**config.mk**
```make
export PLATFORM = sky130hd
export DESIGN_NAME = fetch_unit_flat
export DESIGN_NICKNAME = d
export VERILOG_FILES = /design/src/rtl/fetch_unit_if.sv /design/src/rtl/fetch_unit.sv /design/src/flat_wrapper.sv
export SDC_FILE = /design/constraint.sdc
export NUM_CORES = 1
export LEC_CHECK = 0
export ABC_AREA = 0
export BUFFER_PORTS_ARGS = -buffer_cell sky130_fd_sc_hd__buf_4
export CAP_MARGIN = 20
export CORE_MARGIN = 5
export CORE_UTILIZATION = 35
export CTS_CLUSTER_DIAMETER = 120
export DETAILED_ROUTE_END_ITERATION = 10
export GPL_TIMING_DRIVEN = 0
export HOLD_SLACK_MARGIN = 0.06
export PLACE_DENSITY = 0.61
export SETUP_SLACK_MARGIN = 0.1
export SLEW_MARGIN = 20
export SYNTH_ARGS = -nofsm -noshare
export SYNTH_HDL_FRONTEND = slang
export SYNTH_SLANG_ARGS = --single-unit
```
**constraint.sdc**
```tcl
create_clock -name clk_i -period 5.1 [get_ports clk_i]
set_clock_uncertainty 0.2 [all_clocks]
set_input_delay 0.51 -clock clk_i [delete_from_list [all_inputs] [get_ports clk_i]]
set_output_delay 0.51 -clock clk_i [all_outputs]
set_load 0.02 [all_outputs]
```
**src/rtl/fetch_unit_if.sv**
```systemverilog
// Fetch-unit bus bundle: the instruction-memory request/response channel and
// the instruction-queue head/pop channel, seen from the fetch unit (master).
`default_nettype none

interface fetch_unit_if #(
   parameter int XLEN = 32
);
   logic            imem_req_o;
   logic [XLEN-1:0] imem_addr_o;
   logic            imem_gnt_i;
   logic            imem_rvalid_i;
   logic [31:0]     imem_rdata_i;
   logic            instr_valid_o;
   logic [31:0]     instr_o;
   logic [XLEN-1:0] instr_pc_o;
   logic            instr_ready_i;

   modport master (
      output imem_req_o,
      output imem_addr_o,
      input  imem_gnt_i,
      input  imem_rvalid_i,
      input  imem_rdata_i,
      output instr_valid_o,
      output instr_o,
      output instr_pc_o,
      input  instr_ready_i
   );

   modport slave (
      input  imem_req_o,
      input  imem_addr_o,
      output imem_gnt_i,
      output imem_rvalid_i,
      output imem_rdata_i,
      input  instr_valid_o,
      input  instr_o,
      input  instr_pc_o,
      output instr_ready_i
   );
endinterface

`default_nettype wire

```
**src/rtl/fetch_unit.sv**
```systemverilog
// Instruction fetch unit: single-outstanding memory fetch FSM feeding a
// first-word-fall-through instruction queue, with redirect flush.
`default_nettype none

module fetch_unit #(
   parameter int              XLEN     = 32,
   parameter logic [XLEN-1:0] RESET_PC = '0,
   parameter int              IQ_DEPTH = 2
) (
   input  wire             clk_i,
   input  wire             rst_i,
   fetch_unit_if.master    bus,
   input  wire             redirect_i,
   input  wire [XLEN-1:0]  redirect_pc_i
);

   localparam int PTR_W = (IQ_DEPTH > 1) ? $clog2(IQ_DEPTH) : 1;
   localparam int CNT_W = PTR_W + 1;
   localparam logic [CNT_W-1:0] DEPTH_C = CNT_W'(IQ_DEPTH);
   localparam logic [XLEN-1:0]  PC_INC  = XLEN'(4);

   typedef enum logic [2:0] {
      S_IDLE = 3'd0,
      S_REQ  = 3'd1,
      S_WAIT = 3'd2,
      S_HOLD = 3'd3,
      S_DROP = 3'd4
   } state_t;

   state_t             state_q, state_d;
   logic [XLEN-1:0]    pc_q, pc_d;
   logic [PTR_W-1:0]   wptr_q, wptr_d;
   logic [PTR_W-1:0]   rptr_q, rptr_d;
   logic [CNT_W-1:0]   count_q, count_d;

   logic [31:0]        iq_instr_q [IQ_DEPTH];
   logic [XLEN-1:0]    iq_pc_q    [IQ_DEPTH];

   logic               push;
   logic               pop;
   logic [CNT_W-1:0]   count_after_pop;
   logic [CNT_W-1:0]   count_after_push;

   always_comb begin
      state_d          = state_q;
      pc_d             = pc_q;
      push             = 1'b0;
      pop              = (count_q != '0) && bus.instr_ready_i;
      count_after_pop  = count_q - {{(CNT_W-1){1'b0}}, pop};
      count_after_push = count_after_pop + CNT_W'(1);

      case (state_q)
         S_IDLE: state_d = S_REQ;

         S_REQ: begin
            if (redirect_i) begin
               state_d = bus.imem_gnt_i ? S_DROP : S_REQ;
            end else if (bus.imem_gnt_i) begin
               state_d = S_WAIT;
            end
         end

         S_WAIT: begin
            if (bus.imem_rvalid_i) begin
               state_d = S_REQ;
               if (!redirect_i) begin
                  push = 1'b1;
                  pc_d = pc_q + PC_INC;
                  if (count_after_push >= DEPTH_C) state_d = S_HOLD;
               end
            end else if (redirect_i) begin
               state_d = S_DROP;
            end
         end

         S_HOLD: begin
            if (redirect_i || (count_after_pop < DEPTH_C)) state_d = S_REQ;
         end

         // The response to an abandoned grant is still owed; swallow it.
         S_DROP: begin
            if (bus.imem_rvalid_i) state_d = S_REQ;
         end

         default: state_d = S_IDLE;
      endcase

      wptr_d  = wptr_q + PTR_W'(push);
      rptr_d  = rptr_q + PTR_W'(pop);
      count_d = count_after_pop + CNT_W'(push);

      if (redirect_i) begin
         pc_d    = redirect_pc_i;
         wptr_d  = '0;
         rptr_d  = '0;
         count_d = '0;
      end
   end

   always_ff @(posedge clk_i or negedge rst_i) begin
      if (!rst_i) begin
         state_q <= S_IDLE;
         pc_q    <= RESET_PC;
         wptr_q  <= '0;
         rptr_q  <= '0;
         count_q <= '0;
      end else begin
         state_q <= state_d;
         pc_q    <= pc_d;
         wptr_q  <= wptr_d;
         rptr_q  <= rptr_d;
         count_q <= count_d;
      end
   end

   // Queue storage is never read while empty, so it carries no reset.
   always_ff @(posedge clk_i) begin
      if (push) begin
         iq_instr_q[wptr_q] <= bus.imem_rdata_i;
         iq_pc_q[wptr_q]    <= pc_q;
      end
   end

   assign bus.imem_req_o    = (state_q == S_REQ);
   assign bus.imem_addr_o   = pc_q;
   assign bus.instr_valid_o = (count_q != '0);
   assign bus.instr_o       = iq_instr_q[rptr_q];
   assign bus.instr_pc_o    = iq_pc_q[rptr_q];

   a_no_push_when_full : assert property (
      @(posedge clk_i) disable iff (!rst_i) push |-> (count_q != DEPTH_C));

   a_count_bounded : assert property (
      @(posedge clk_i) disable iff (!rst_i) count_q <= DEPTH_C);

endmodule

`default_nettype wire

```
**src/flat_wrapper.sv**
```systemverilog
// flat-port wrapper written by rule: the top's interface ports become plain ports
module fetch_unit_flat 
#(
   parameter int              XLEN     = 32,
   parameter logic [XLEN-1:0] RESET_PC = '0,
   parameter int              IQ_DEPTH = 2
)
  (clk_i, rst_i, redirect_i, redirect_pc_i, bus_imem_req_o, bus_imem_addr_o, bus_imem_gnt_i, bus_imem_rvalid_i, bus_imem_rdata_i, bus_instr_valid_o, bus_instr_o, bus_instr_pc_o, bus_instr_ready_i);
  fetch_unit_if #(.XLEN(XLEN)) bus_i ();
  input  wire clk_i;
  input  wire rst_i;
  input  wire redirect_i;
  input  wire [XLEN-1:0] redirect_pc_i;
  output wire logic [$bits(bus_i.imem_req_o)-1:0] bus_imem_req_o;
  output wire logic [$bits(bus_i.imem_addr_o)-1:0] bus_imem_addr_o;
  input wire logic [$bits(bus_i.imem_gnt_i)-1:0] bus_imem_gnt_i;
  input wire logic [$bits(bus_i.imem_rvalid_i)-1:0] bus_imem_rvalid_i;
  input wire logic [$bits(bus_i.imem_rdata_i)-1:0] bus_imem_rdata_i;
  output wire logic [$bits(bus_i.instr_valid_o)-1:0] bus_instr_valid_o;
  output wire logic [$bits(bus_i.instr_o)-1:0] bus_instr_o;
  output wire logic [$bits(bus_i.instr_pc_o)-1:0] bus_instr_pc_o;
  input wire logic [$bits(bus_i.instr_ready_i)-1:0] bus_instr_ready_i;
  assign bus_imem_req_o = bus_i.imem_req_o;
  assign bus_imem_addr_o = bus_i.imem_addr_o;
  assign bus_i.imem_gnt_i = bus_imem_gnt_i;
  assign bus_i.imem_rvalid_i = bus_imem_rvalid_i;
  assign bus_i.imem_rdata_i = bus_imem_rdata_i;
  assign bus_instr_valid_o = bus_i.instr_valid_o;
  assign bus_instr_o = bus_i.instr_o;
  assign bus_instr_pc_o = bus_i.instr_pc_o;
  assign bus_i.instr_ready_i = bus_instr_ready_i;
  fetch_unit #(.XLEN(XLEN), .RESET_PC(RESET_PC), .IQ_DEPTH(IQ_DEPTH)) u_core (.clk_i(clk_i), .rst_i(rst_i), .bus(bus_i), .redirect_i(redirect_i), .redirect_pc_i(redirect_pc_i));
endmodule
```
==> results.toml <==
[power_and_ir_drop]
p_switching_mw = 1.15
p_total_mw = 4.00
p_sw_share_pct = 28.7
power_frac_seq_pct = 39.9
power_leakage_nw = 3.56
p_comb_share_pct = 25.5
p_clk_share_pct = 34.6
power_density_nw_per_um2 = 427
ir_drop_mv = 0.242
p_int_mw = 2.85

[critical_path]
cp_slowest_cell = "clkbuf_1"
start_kind = "register"
path_max_fanout = 10
max_stage_delay_ns = 0.54
r2r_start = "u_core.state_q[0]"
critPathKind = "register to output port"
worstSetupEndpointType = "output port"
ff2ff_setup_slack_ns = 2.49
worstPathCellList = "clkbuf_1 > clkbuf_1 > mux2_2 > buf_4"
crit_arrival_ns = 2.41
reg2reg_depth = 4
r2r_end = "u_core.iq_instr_q[1][16]"
cp_common_cell = "clkbuf_1"
cp.required_ns = 4.39
cp_num_buf_inv = 3
critPathTopFamily = "buffers and inverters"

[timing]
worst_pin_slew_ns = 0.727
setup_viol = 0
hold_viol = 0
min_period_ns = 3.12
fin_crit_sh_pct = 61.1
setup_tns_ns = 0
slew_viol_final = 0
clock.fmax_mhz = 321
slew_headroom_pct = 51.6
rsz0062_at_grt = "no"

[floorplan]
coreArea_um2 = 19400
die_h_um = 150
die-area_um2 = 22500
io-pin-count = 168
dieWidth_um = 150
fp-row-count = 51
initial_core_util_pct = 35.4

[synthesis]
synth_top_area_share_pct = 56.0
ys_seq_area_share_pct = 70.3
synth_edf_count = 128
yosys.area.top_type = "edfxtp_1"
ys_async_sr_fraction_pct = 23.4
synthTopCellsByArea = "edfxtp_1, dfrtp_1, mux2_2, xor2_1, nand2_1"
synthFlopType = "edfxtp_1"
ys_ff_latch = 167
synth_cell_types = 39
syn_nets = 520
synth.most_common_cell = "edfxtp_1"
synthCells = 445
synth_commonest_cells = "edfxtp_1, mux2_2, dfrtp_1, nand2_1, o21ai_0"
syn-cell-area_um2 = 6860
yosys_warnings = 0
syn_area_per_cell_um2 = 15.4

[place]
numPortBuffers = 167
place_congestion = 0.784
dp.cells = 879
post-dp-hpwl_um = 11900

[worst_hold_path]
hold_end = "u_core.iq_instr_q[0][19]"
min_from = "bus_imem_rdata_i[19]"
min_path_type = "input port to register"
whs_path_depth = 1

[clock_tree]
cts_buffers = 17
insertion_delay_ns = 0.41
post_cts_buffers = 0
clock_path_buffers = 2
clockRootBuffer = "clkbuf_16"
cts_resized = 0
clk_pin_slew_worst_paths_ns = 0.07
cts_hold_buf = 15
cts_tree = "done"
cts.sinks = 167
htree_levels = 4

[route]
drtPass1Iterations = 6
vias = 4409
via_per_inst = 4.73
drt_iter0_drc = 211
drt_wl_total_um = 16800
drtAntennaViolNets = 0
detail_route.wl_per_cell_um = 18.0
drc_errors = 0

[global_route]
grt_pass1_vias = 4669
overflow = 0
grt_pass1_wl_um = 25500
track_usage_pct = 14.8
grt_max_degree = 40
grt_antenna_before_repair = 0

[cells_and_area]
fillers = 1782
nNetsFinal = 729
utilization_pct = 48.3
instances_no_fill = 932
diodes = 0
syn_to_final_growth_pct = 36.4
drive_gt1_share_pct = 42.4

[flow_run]
cap_violations = 0

[outcome]
run_status = "completed"
-- power groups by stage --
stage | Combinational, mW | Clock, mW | Sequential, mW
2_1_floorplan | 0.590 | 0 | 1.63
3_3_place_gp | 1.00 | 0 | 1.62
3_5_place_dp | 1.02 | 0 | 1.62
4_1_cts | 1.03 | 1.42 | 1.59
5_1_grt | 1.09 | 1.47 | 1.60
6_report | 1.02 | 1.38 | 1.59
-- cell usage in the layout, fill, tap and decap left out, types with 4 or more instances in the layout --
master,synthesis,layout
nand3_1,10,10
nor2_1,13,13
and2_1,4,4
xor2_1,19,19
clkbuf_1,17,18
nand2_1,35,35
edfxtp_1,128,128
xnor2_1,13,13
mux2_2,71,71
and3_1,7,7
inv_1,5,5
inv_6,0,5
clkbuf_16,0,17
dfrtp_1,39,39
nand4_1,13,13
buf_4,0,167
dlygate4sd3_1,0,21
o21ai_0,25,25
bufinv_16,0,4
-- cell families after synthesis --
logic type	synth area share, %
DFF	70.3
and+or+nand+nor	8.52
muxes	11.8
AOI/OAI and AO/OA	2.95
xor gates and xnor gates	4.09
buffers and inverters	1.48
adders and majority gates	0.912
-- state kept, by name (all words and copies together), names as in the netlist --
name	count
u_core.count_q	2
u_core.wptr_q	1
u_core.iq_pc_q	64
u_core.iq_instr_q	64
u_core.bus.imem_addr_o	32
u_core.state_q	3
u_core.rptr_q	1
-- layer usage --
metal | track usage [%] | wire length [µm]
met1 | 19.0 | 7300
met2 | 25.0 | 8260
met3 | 4.12 | 1080
met4 | 3.71 | 160
met5 | 0 | 0
-- worst max-delay path by stage --
stage	slack, ns	end	cells after the start	from
global route	1.79	bus_instr_pc_o[18]	4	u_core.rptr_q
global placement	0.32	u_core.iq_instr_q[0][9]	5	redirect_i
detailed placement	1.96	u_core.iq_instr_q[1][9]	6	redirect_i
finish	1.98	bus_instr_pc_o[16]	4	u_core.rptr_q
floorplan	1.79	u_core.iq_instr_q[1][0]	4	redirect_i
CTS	1.88	bus_instr_pc_o[16]	4	u_core.rptr_q
-- layout make-up --
cell class,instances,area (µm²),share of cell area (%)
buffer,20,78.8,0.842
clock buffer,18,429,4.58
clock inverter,14,210,2.25
inverter,6,22.5,0.241
multi-input combinational,252,1960,21.0
sequential,167,4820,51.5
tap,265,332,3.54
timing repair buffer,190,1500,16.1
-- per-stage QoR --
| stage | worst slack, ns | hold WS, ns | cell area, µm² |
|---|---|---|---|
| 3_3_place_gp | 0.324 | 0.290 | 8450 |
| 6_report | 1.98 | 0.0802 | 9360 |
| 2_1_floorplan | 1.79 | 0.0144 | 6860 |
| 5_1_grt | 1.79 | 0.0601 | 9360 |
| 4_1_cts | 1.88 | 0.0600 | 9300 |
| 3_5_place_dp | 1.96 | 0.297 | 8510 |
(Power assumes the default switching activity.)
